==> config.mk <==
export PLATFORM = sky130hd
export DESIGN_NAME = fifo_rd_ctrl
export DESIGN_NICKNAME = d
export VERILOG_FILES = /design/src/rtl/fifo_rd_ctrl.sv
export SDC_FILE = /design/constraint.sdc
export NUM_CORES = 1
export LEC_CHECK = 0
export CAP_MARGIN = 0
export CORE_UTILIZATION = 47
export DETAILED_ROUTE_END_ITERATION = 8
export PLACE_DENSITY = 0.85
export SETUP_SLACK_MARGIN = 0.4
export SLEW_MARGIN = 40
export SYNTH_ARGS = -nofsm -noshare
export SYNTH_HDL_FRONTEND = slang
export SYNTH_SLANG_ARGS = --single-unit
==> constraint.sdc <==
create_clock -name r_Clk -period 8.3 [get_ports r_Clk]
set_clock_uncertainty 0.2 [all_clocks]
set_input_delay 2.49 -clock r_Clk [delete_from_list [all_inputs] [get_ports r_Clk]]
set_output_delay 2.49 -clock r_Clk [all_outputs]
set_load 0.1 [all_outputs]
==> src/rtl/fifo_rd_ctrl.sv <==
// Read-side controller for the asynchronous FIFO.
// Keeps the binary read address and the Gray read pointer that feeds the
// write-domain synchroniser. It also produces a registered empty flag, an
// occupancy count, an almost-empty flag, a read-valid strobe aligned to the
// one-cycle RAM latency, and a sticky underflow flag.
module fifo_rd_ctrl #(
    parameter int ADDR_SIZE = 3
) (
    input  logic                 r_Clk,
    input  logic                 r_Rst,
    input  logic                 r_Inc,
    input  logic [ADDR_SIZE:0]   rsync_Wptr,
    input  logic [ADDR_SIZE:0]   r_AeThresh,
    input  logic                 r_ClrUnderflow,
    output logic [ADDR_SIZE-1:0] r_Addr,
    output logic [ADDR_SIZE:0]   r_Ptr,
    output logic                 fifo_Empty,
    output logic                 fifo_AlmostEmpty,
    output logic [ADDR_SIZE:0]   r_Count,
    output logic                 r_Valid,
    output logic                 r_Underflow
);

    logic [ADDR_SIZE:0] r_bin_reg;
    logic [ADDR_SIZE:0] r_bin_next;
    logic [ADDR_SIZE:0] r_gray_next;
    logic [ADDR_SIZE:0] w_bin;
    logic [ADDR_SIZE:0] cnt_next;
    logic               accept;

    // A request while empty is dropped so the pointer never passes the writer.
    assign accept      = r_Inc & ~fifo_Empty;
    assign r_bin_next  = r_bin_reg + {{ADDR_SIZE{1'b0}}, accept};
    assign r_gray_next = (r_bin_next >> 1) ^ r_bin_next;

    // Gray-to-binary of the synced write pointer: each binary bit is the XOR
    // of all Gray bits at or above it, written per bit to keep it a flat tree.
    generate
        for (genvar gi = 0; gi <= ADDR_SIZE; gi++) begin : g_w_bin
            assign w_bin[gi] = ^rsync_Wptr[ADDR_SIZE:gi];
        end
    endgenerate

    // Occupancy uses the post-read pointer so a read and a write in the same
    // cycle are both reflected. The synced write pointer lags, so this count
    // can only be low, never high.
    assign cnt_next = w_bin - r_bin_next;

    assign r_Addr = r_bin_reg[ADDR_SIZE-1:0];

    // Pointer state: binary address and Gray pointer advance together.
    always_ff @(posedge r_Clk or negedge r_Rst) begin
        if (!r_Rst) begin
            r_bin_reg <= '0;
            r_Ptr     <= '0;
        end else begin
            r_bin_reg <= r_bin_next;
            r_Ptr     <= r_gray_next;
        end
    end

    // Status flags computed from the next pointer, so draining the last word
    // raises empty at the same edge and back-to-back reads cannot over-read.
    always_ff @(posedge r_Clk or negedge r_Rst) begin
        if (!r_Rst) begin
            fifo_Empty       <= 1'b1;
            fifo_AlmostEmpty <= 1'b1;
            r_Count          <= '0;
        end else begin
            fifo_Empty       <= (r_gray_next == rsync_Wptr);
            fifo_AlmostEmpty <= (cnt_next <= r_AeThresh);
            r_Count          <= cnt_next;
        end
    end

    // Valid strobe trails the accepted read by one cycle to match RAM latency;
    // underflow is sticky, and a new underflow wins over a clear.
    always_ff @(posedge r_Clk or negedge r_Rst) begin
        if (!r_Rst) begin
            r_Valid     <= 1'b0;
            r_Underflow <= 1'b0;
        end else begin
            r_Valid     <= accept;
            r_Underflow <= (r_Inc & fifo_Empty) | (r_Underflow & ~r_ClrUnderflow);
        end
    end

endmodule

==> out/qor.txt <==
chip height: 43.6 um
synthesized cell area: 815 um^2
max_cap viols: 0
HP Class: flip-flop to flip-flop
Root Buffer: clkbuf_4
Residual DRC: 4
remaining global-route overflow: 0
register area share after synthesis: 46.4%
H-tree depth: 1
clk buf depth: 2
Fillers: 118
Vias: 559
overall routing resource usage: 17.3%
Core Box Area: 0.00156 mm^2
RePlAce Congestion: 0.815
CTS buffer count: 3
Sink Count: 15
IO Pins: 27
port bufs: 26
final setup vio count: 0
antenna cells: 0
most common library cells after synthesis: dfrtp_1 (13), inv_1 (10), xnor2_1 (10)
RSZ-0062 raised after global routing: false
Synth area leader: dfrtp_1
final period utilization: 63.9%
placed inst area: 0.00102 mm^2
drt pass-1 iters: 6
Crit Path Max Fanout: 3
Die Wd: 43.6 um
CP required: 8290 ps
vias in the first global route: 589
Worst EP arrival: 5290 ps
setup TNS: 0 ps
die area: 0.00190 mm^2
failing checks: design-rule violations
WS Path Type: input pin to flip-flop
CP Launch Type: input pin
CTS Hold Bufs: 0
Area contributors post-synth: dfrtp_1 (40%), ha_1 (14%), xnor2_1 (11%)
CTS tree: done
Critical-path top delay cell: clkdlybuf4s50_1
first-pass GRT wire length: 2390 um
Worst R2R Path Depth: 10
CTS clk-pin slew, worst paths: 80 ps
worst slack at placement: 2700 ps
PostCTS Resize Cnt: 0
Slew Limit Fails: 0
Avg Cell Area, Syn: 12.0 um^2
area delta synth->final: 28.4%
Crit path largest cell delay: 510 ps
Critical Path End Type: flip-flop
fmax: 0.188 GHz
antenna violations before repair: 0
Synth Instances: 68
main flop type after synthesis: dfrtp_1
EDFF count, synth: 0
Yosys cell types: 21
hold path depth: 2
Initial Util: 52.2%
Period minus WS final: 5310 ps
asr flop ratio synth: 100%
post-synth top area share: 39.9%
Antenna Nets Post-Route: 0
Clk Latency, worst-skew pair: 270 ps
Post-CTS Setup Repair Bufs: 0
post-route cell area: 0.00105 mm^2
share of cells above drive strength 1: 22.4%
largest net degree at the start of global routing: 16
Final Hold Fails: 0
post-DR vias/cell: 4.90
Iteration-0 DRC Markers: 7
Max-slew headroom: 58.0%
synthesized flop and latch total: 15
top-count cell post-synth: dfrtp_1
final-stage net count: 121
status: finished, violations left
Mapped Nets: 90
Slew @ Worst Pin: 628 ps
post-DP HPWL: 1130 um
critical path cell sequence: clkdlybuf4s50_1 > xor2_1 > xnor2_1 > xor2_1 > ha_1 > fa_1 > inv_1 > ha_1 > nor2b_1 > o21a_1 > o21a_1 > o21ai_0
standard-cell row count: 14
final worst slack: 2990 ps
Synth warnings: 0
total wire length: 1330 um
drt wl/cell: 11.7 um
-- through the flow --
| step | utilization, % | instances | hold slack, ps |
|---|---|---|---|
| after CTS | 67.1 | 114 | 347 |
| after detailed placement | 65.4 | 110 | 331 |
| after global placement | 70.2 | 110 | 321 |
| final | 67.1 | 114 | 335 |
| after floorplan | - | 68 | 529 |
| after global routing | 67.1 | 114 | 376 |
-- worst max-delay path, delay by kind of cell --
kind	cells	cell delay [ps]
and+or+nand+nor	1	140
AOI/OAI and AO/OA	3	480
adders and majority gates	3	1010
xor gates and xnor gates	3	610
buffers and inverters	2	560
-- layer usage --
metal  up-vias  routed length (um)  global-route usage, %
met5         -                   0                      0
met4         0                   0                   11.9
met3         0                  85                   3.75
met2        18                 672                   26.9
met1       267                 572                   21.5
li1        274                   -                      -
-- cells by family (layout without fill, tap and decap cells) --
family	count (synthesis)	after routing	share of synthesized area [%]
XOR/XNOR	16	16	19.8
buffers and inverters	10	40	4.61
flip-flops	15	15	46.4
multiplexers	1	1	1.23
AO/OA/AOI/OAI	6	6	4.61
adder cells (fa/ha/maj)	10	10	16.3
AND/OR/NAND/NOR	10	10	7.07
-- layout make-up --
class | instances | area, um^2 | share of cell area (%)
multi-input cells | 43 | 399 | 38.2
inverters | 10 | 37.5 | 3.59
well taps | 16 | 20.0 | 1.91
repair buffers | 26 | 185 | 17.7
flip-flops and latches | 15 | 378 | 36.1
clock buffers | 4 | 26.3 | 2.51
-- cell usage in the layout (no fill, tap or decap) --
master,synthesis,final
a21o_1,1,1
a21oi_1,1,1
and2_1,1,1
buf_2,0,15
clkbuf_1,0,1
clkbuf_4,0,3
clkdlybuf4s50_1,0,11
dfrtp_1,13,13
dfstp_2,2,2
fa_1,1,1
ha_1,9,9
inv_1,10,10
mux2i_1,1,1
nand2_1,3,3
nand3_1,1,1
nand4_1,1,1
nor2_1,1,1
nor2b_1,2,2
nor3b_2,1,1
o21a_1,2,2
o21ai_0,2,2
xnor2_1,10,10
xnor3_1,1,1
xor2_1,4,4
xor2_2,1,1
-- final timing paths --
check,startpoint,end,slack (ps)
max,rsync_Wptr[3],fifo_AlmostEmpty,2990
min,fifo_Empty,r_Underflow,330
max reg2reg,fifo_Empty,fifo_AlmostEmpty,5230
min reg2reg,fifo_Empty,r_Underflow,330
max in group asynchronous,r_Rst,r_Count[2],5090
min in group asynchronous,r_Rst,r_Valid,2410
Power is not shown: default switching activity piles up to over one toggle a cycle in this logic, so the estimate is an artifact.
==> RTL edit 1: new RTL, same flow settings <==
Put one more register stage on the output `r_Count`. The value now appears one clock later. The other outputs are not delayed to match.
--- a/src/rtl/fifo_rd_ctrl.sv
+++ b/src/rtl/fifo_rd_ctrl.sv
@@ -21,4 +21,6 @@
     output logic                 r_Underflow
 );
+
+    logic [ADDR_SIZE:0] r_Count_s0;
 
     logic [ADDR_SIZE:0] r_bin_reg;
@@ -66,9 +68,9 @@
             fifo_Empty       <= 1'b1;
             fifo_AlmostEmpty <= 1'b1;
-            r_Count          <= '0;
+            r_Count_s0       <= '0;
         end else begin
             fifo_Empty       <= (r_gray_next == rsync_Wptr);
             fifo_AlmostEmpty <= (cnt_next <= r_AeThresh);
-            r_Count          <= cnt_next;
+            r_Count_s0       <= cnt_next;
         end
     end
@@ -86,4 +88,8 @@
     end
 
+    always_ff @(posedge r_Clk) begin
+        r_Count <= r_Count_s0;
+    end
+
 endmodule
 
Function: changed (Yosys sat finds a counterexample within 4 cycles, from zero or initial values and one cycle with r_Rst low).
==> RTL edit 1 against the unedited design <==
- final area grew 8.7%
- sequential cell count grew 4
- critical path depth is the same
- synthesized area grew 9.8%
- final cell count grew 11%
- worst setup slack gained 0.017 ns
- wire length grew 7.7%
- largest cell class is now flip-flops and latches
Power is not shown: default switching activity piles up to over one toggle a cycle in this logic, so the estimate is an artifact.
==> RTL edit 1: results (changes against the unedited design) <==
placed_area_um2: 1110  # +9.0%
cts_setup_buffers: 0  # unchanged
seq_share_pct: 40.3  # +4.1 points
multi_input_area_share_pct: 35.1  # -3.1 points
seq_area_frac_synth_pct: 51.2  # +4.8 points
design.seq.count: 19  # +4
avgViaCountPerCell: 4.64  # -5.4%
path_clk_slew_ns: 0.10  # +0.02 ns
synthArstFlopShare_pct: 78.9  # -21 points
synth.distinct_cells: 22  # +4.8%
synth_area_leaders: "dfrtp_1 (36%), ha_1 (13%), xnor2_1 (9.8%)"
synthTopCellsByCount: "dfrtp_1 (13), inv_1 (10), xnor2_1 (10), ha_1 (9)"
cp_max_fo: 3  # unchanged
n_all_buffers: 26  # unchanged
drtIter0Drc: 4  # -3
clock_latency_ns: 0.29  # +0.02 ns
antenna_cells: 0  # unchanged
clk_share_pct: 2.31  # -0.20 points
wl_met3_um: 38  # -55%
r2r_setup_slack_ns: 5.24  # about the same
place.gp.congestion: 0.720  # -12%
wirelength_mm: 1.43  # +7.7%
highest-signal-layer: "met4"
firstDrtPassIters: 4  # -2
grt_use_met2_pct: 24.0  # -2.9 points
wl_met1_um: 632  # +10%
drive_gt1_share_pct: 21.6  # -0.88 points
grt_pass1_vias: 533  # -9.5%
worst_pin_slew_ns: 0.616  # -0.0122 ns
critical_path_arrival_ns: 5.31  # +0.02 ns
seq_area_um2: 458  # +21%
met1_usage_pct: 18.7  # -2.9 points
nonClkBufAreaFrac_pct: 16.3  # -1.4 points
nFillCells: 151  # +28%
use_met3_pct: 1.19  # -2.6 points
grt_pass1_wl_mm: 2.15  # -10%
dp_hpwl_mm: 1.18  # +4.4%
synth_fp_nets: 94  # +4.4%
yosysMostFrequentCell: "dfrtp_1"
finalNetCount: 125  # +3.3%
grt_use_total_pct: 15.4  # -1.9 points
outcome: "finished, final reports clean"
wl_met2_um: 728  # +8.3%
multi_input_cells: 43  # unchanged
core_um2: 1760  # +13%
RTL edit 1: cell types whose count changed in the layout (fill, tap and decap cells not counted), sizes merged:
cell and change:
dfxtp +4
RTL edit 1: path summary, 6_finish.rpt:
check / start / cells after the start / endpoint
setup / recovery: rsync_Wptr[3] / 12 / fifo_AlmostEmpty$_DFF_PN1_
hold / removal: r_Count_s0[0]$_DFF_PN0_ / 0 / r_Count[0]$_DFF_P_
setup reg to reg: fifo_Empty$_DFF_PN1_ / 10 / fifo_AlmostEmpty$_DFF_PN1_
hold reg to reg: r_Count_s0[0]$_DFF_PN0_ / 0 / r_Count[0]$_DFF_P_
max in group asynchronous: r_Rst / 1 / r_Count_s0[0]$_DFF_PN0_
min in group asynchronous: r_Rst / 1 / r_Valid$_DFF_PN0_
RTL edit 1: logic make-up (layout without fill, tap and decap cells):
| family | after synthesis | in the layout | share of synthesized area (%) |
|---|---|---|---|
| flops | 19 | 19 | 51.2 |
| fa+ha+maj | 10 | 10 | 14.8 |
| xor+xnor | 16 | 16 | 18.0 |
| simple gates | 10 | 10 | 6.43 |
| compound gates | 6 | 6 | 4.20 |
| mux | 1 | 1 | 1.12 |
| buf+inv | 10 | 40 | 4.20 |
RTL edit 1: per-stage QoR:
step	instances	hold slack [ns]	setup WS [ns]
floorplan	72	0.124	3.39
global placement	123	0.125	2.80
detailed placement	123	0.127	2.70
CTS	127	0.149	3.00
global route	127	0.164	2.83
finish	127	0.150	3.01
RTL edit 1: worst max-delay path: stages:
cell	delay [ns]
clkdlybuf4s50_1	0.51
xor2_1	0.24
xnor2_1	0.24
xor2_1	0.12
ha_1	0.25
fa_1	0.50
inv_1	0.06
ha_1	0.29
nor2b_1	0.14
o21a_1	0.16
o21a_1	0.16
o21ai_0	0.15
==> RTL edit 2: new RTL, same settings <==
Without the edit above. The parameter `ADDR_SIZE` goes from 3 to 5.
--- a/src/rtl/fifo_rd_ctrl.sv
+++ b/src/rtl/fifo_rd_ctrl.sv
@@ -5,5 +5,5 @@
 // one-cycle RAM latency, and a sticky underflow flag.
 module fifo_rd_ctrl #(
-    parameter int ADDR_SIZE = 3
+    parameter int ADDR_SIZE = 5
 ) (
     input  logic                 r_Clk,
Ports: changed (5 resized); port bits go from 27 to 37. The function was not compared with the original's and may differ.
==> RTL edit 2 against the unedited design <==
- synthesized area up 53%
- wire length up 78%
- sequential cell count up 6
- worst setup slack worse by 0.92 ns
- global-route usage up 2.4 points
- final area up 49%
Power is not shown: default switching activity piles up to over one toggle a cycle in this logic, so the estimate is an artifact.
==> RTL edit 2: results (changes against the unedited design) <==
synth_top_family_by_area: "XOR/XNOR gates"
synth-xor-area-share_pct: 20.0  # +0.22 points
min_to: "r_Underflow$_DFF_PN0_"
dp_hpwl_mm: 1.90  # +68%
crit_slowest_cell: "clkdlybuf4s50_1"
synth-compound-area-share_pct: 8.76  # +4.2 points
r2r_start: "fifo_Empty$_DFF_PN1_"
numPortBuffers: 36  # +38%
hp-start: "fifo_Empty$_DFF_PN1_"
hold_path.class: "flop to flop"
firstDrtPassIters: 4  # -2
drive_gt1_share_pct: 21.2  # -1.3 points
antenna_cells: 0  # unchanged
place.gp.congestion: 0.728  # -11%
synth_area_leaders: "dfrtp_1 (38%), ha_1 (12%), xnor2_1 (9.2%)"
cts_setup_buffers: 0  # unchanged
cts-root-buf: "clkbuf_4"
grt_max_degree: 22  # +6
worst_pin_slew_ns: 0.562  # -0.0659 ns
r2r_setup_slack_ns: 4.81  # -0.42 ns
outcome: "finished, final reports clean"
synth_mux_area_share_pct: 0  # -1.2 points
cp_top_family: "XOR/XNOR gates"
whs_path_depth: 2  # unchanged
slowest_delay_ns: 0.48  # -0.03 ns
nFillCells: 209  # +77%
maxCapViolations: 0  # unchanged
cts-resized-gates: 0  # unchanged
seq_area_frac_synth_pct: 42.5  # -3.9 points
r2r_end: "fifo_AlmostEmpty$_DFF_PN1_"
synth_top_area_cell: "dfrtp_1"
path_clk_slew_ns: 0.11  # +0.03 ns
synthTopCellsByCount: "dfrtp_1 (19), inv_1 (15), xnor2_1 (13), ha_1 (12), xor2_1 (9)"
clock_latency_ns: 0.31  # +0.04 ns
finalNetCount: 181  # +50%
grt_pass1_wl_mm: 3.98  # +66%
ff2ff_path_depth: 13  # +3
yosysWarningCount: 0  # unchanged
avgViaCountPerCell: 5.03  # +2.5%
clk_path_buf_depth: 2  # unchanged
h-tree-depth: 1  # unchanged
drtIter0Drc: 18  # +11
wl_per_cell_um: 13.1  # +12%
cts_buffers: 3  # unchanged
grt_pass1_vias: 950  # +61%
synthArstFlopShare_pct: 100  # unchanged
critical_path_arrival_ns: 6.27  # +0.98 ns
cp_max_fo: 5  # +2
avgSynthCellArea_um2: 11.2  # -6.6%
vias: 910  # +63%
grt_use_total_pct: 19.7  # +2.4 points
synth.distinct_cells: 32  # +52%
antenna_found_initial: 0  # unchanged
synth_fp_nets: 140  # +56%
synthAdderAreaFrac_pct: 14.5  # -1.8 points
## RTL edit 2: cell types whose count changed after synthesis, sizes merged, moves of 2 or more
cell / delta
o21ai: +2
inv: +5
xor2: +5
or3: +2
ha: +3
dfrtp: +6
nor2: +4
xnor2: +4
nand3: +3
## RTL edit 2: logic make-up (layout without fill, tap and decap cells)
kind of cell    after synthesis  count (layout)
buf+inv                      15              55
simple gates                 21              21
fa+ha+maj                    14              14
compound gates               15              15
xor+xnor                     25              25
flops                        21              21
## RTL edit 2: per-stage QoR
step / instance area (um^2) / utilization, % / worst slack [ns] / hold slack (ns)
CTS: 1560 / 62.8 / 2.05 / 0.355
global placement: 1640 / 66.2 / 1.88 / 0.315
floorplan: 1240 / - / 2.55 / 0.529
global route: 1560 / 62.8 / 1.75 / 0.383
detailed placement: 1530 / 61.8 / 1.73 / 0.338
finish: 1560 / 62.8 / 2.07 / 0.341
## RTL edit 2: worst max path at each step
stage | start | to | slack [ns] | depth (start not counted)
floorplan | rsync_Wptr[5] | fifo_AlmostEmpty$_DFF_PN1_ | 2.55 | 15
global placement | rsync_Wptr[5] | fifo_AlmostEmpty$_DFF_PN1_ | 1.88 | 16
detailed placement | rsync_Wptr[5] | fifo_AlmostEmpty$_DFF_PN1_ | 1.73 | 16
CTS | rsync_Wptr[5] | fifo_AlmostEmpty$_DFF_PN1_ | 2.05 | 16
global route | rsync_Wptr[4] | fifo_AlmostEmpty$_DFF_PN1_ | 1.75 | 16
finish | rsync_Wptr[5] | fifo_AlmostEmpty$_DFF_PN1_ | 2.07 | 16
## RTL edit 2: metal layers
layer  routed length (um)  GRT usage (%)  up-vias
li1                     -              -      452
met1                  968           22.2      430
met2                 1260           36.0       23
met3                   95           3.45        5
met4                   40           7.89        0
met5                    0              0        -
## RTL edit 2: layout make-up
cell class / count / area [um^2] / area share [%]
Multi-Input combinational cell: 75 / 658 / 42.3
Sequential cell: 21 / 528 / 33.9
Timing Repair Buffer: 36 / 250 / 16.1
Inverter: 15 / 56.3 / 3.62
Tap cell: 30 / 37.5 / 2.41
Clock buffer: 4 / 26.3 / 1.69
## RTL edit 2: worst reg2reg max path, delay by kind of cell (launching register included)
| kind | cells | cell delay, ns |
|---|---|---|
| adder cells (fa/ha/maj) | 4 | 1.13 |
| XOR/XNOR | 3 | 0.85 |
| AND/OR/NAND/NOR | 2 | 0.16 |
| AO/OA/AOI/OAI | 4 | 0.53 |
| flip-flops | 1 | 0.55 |
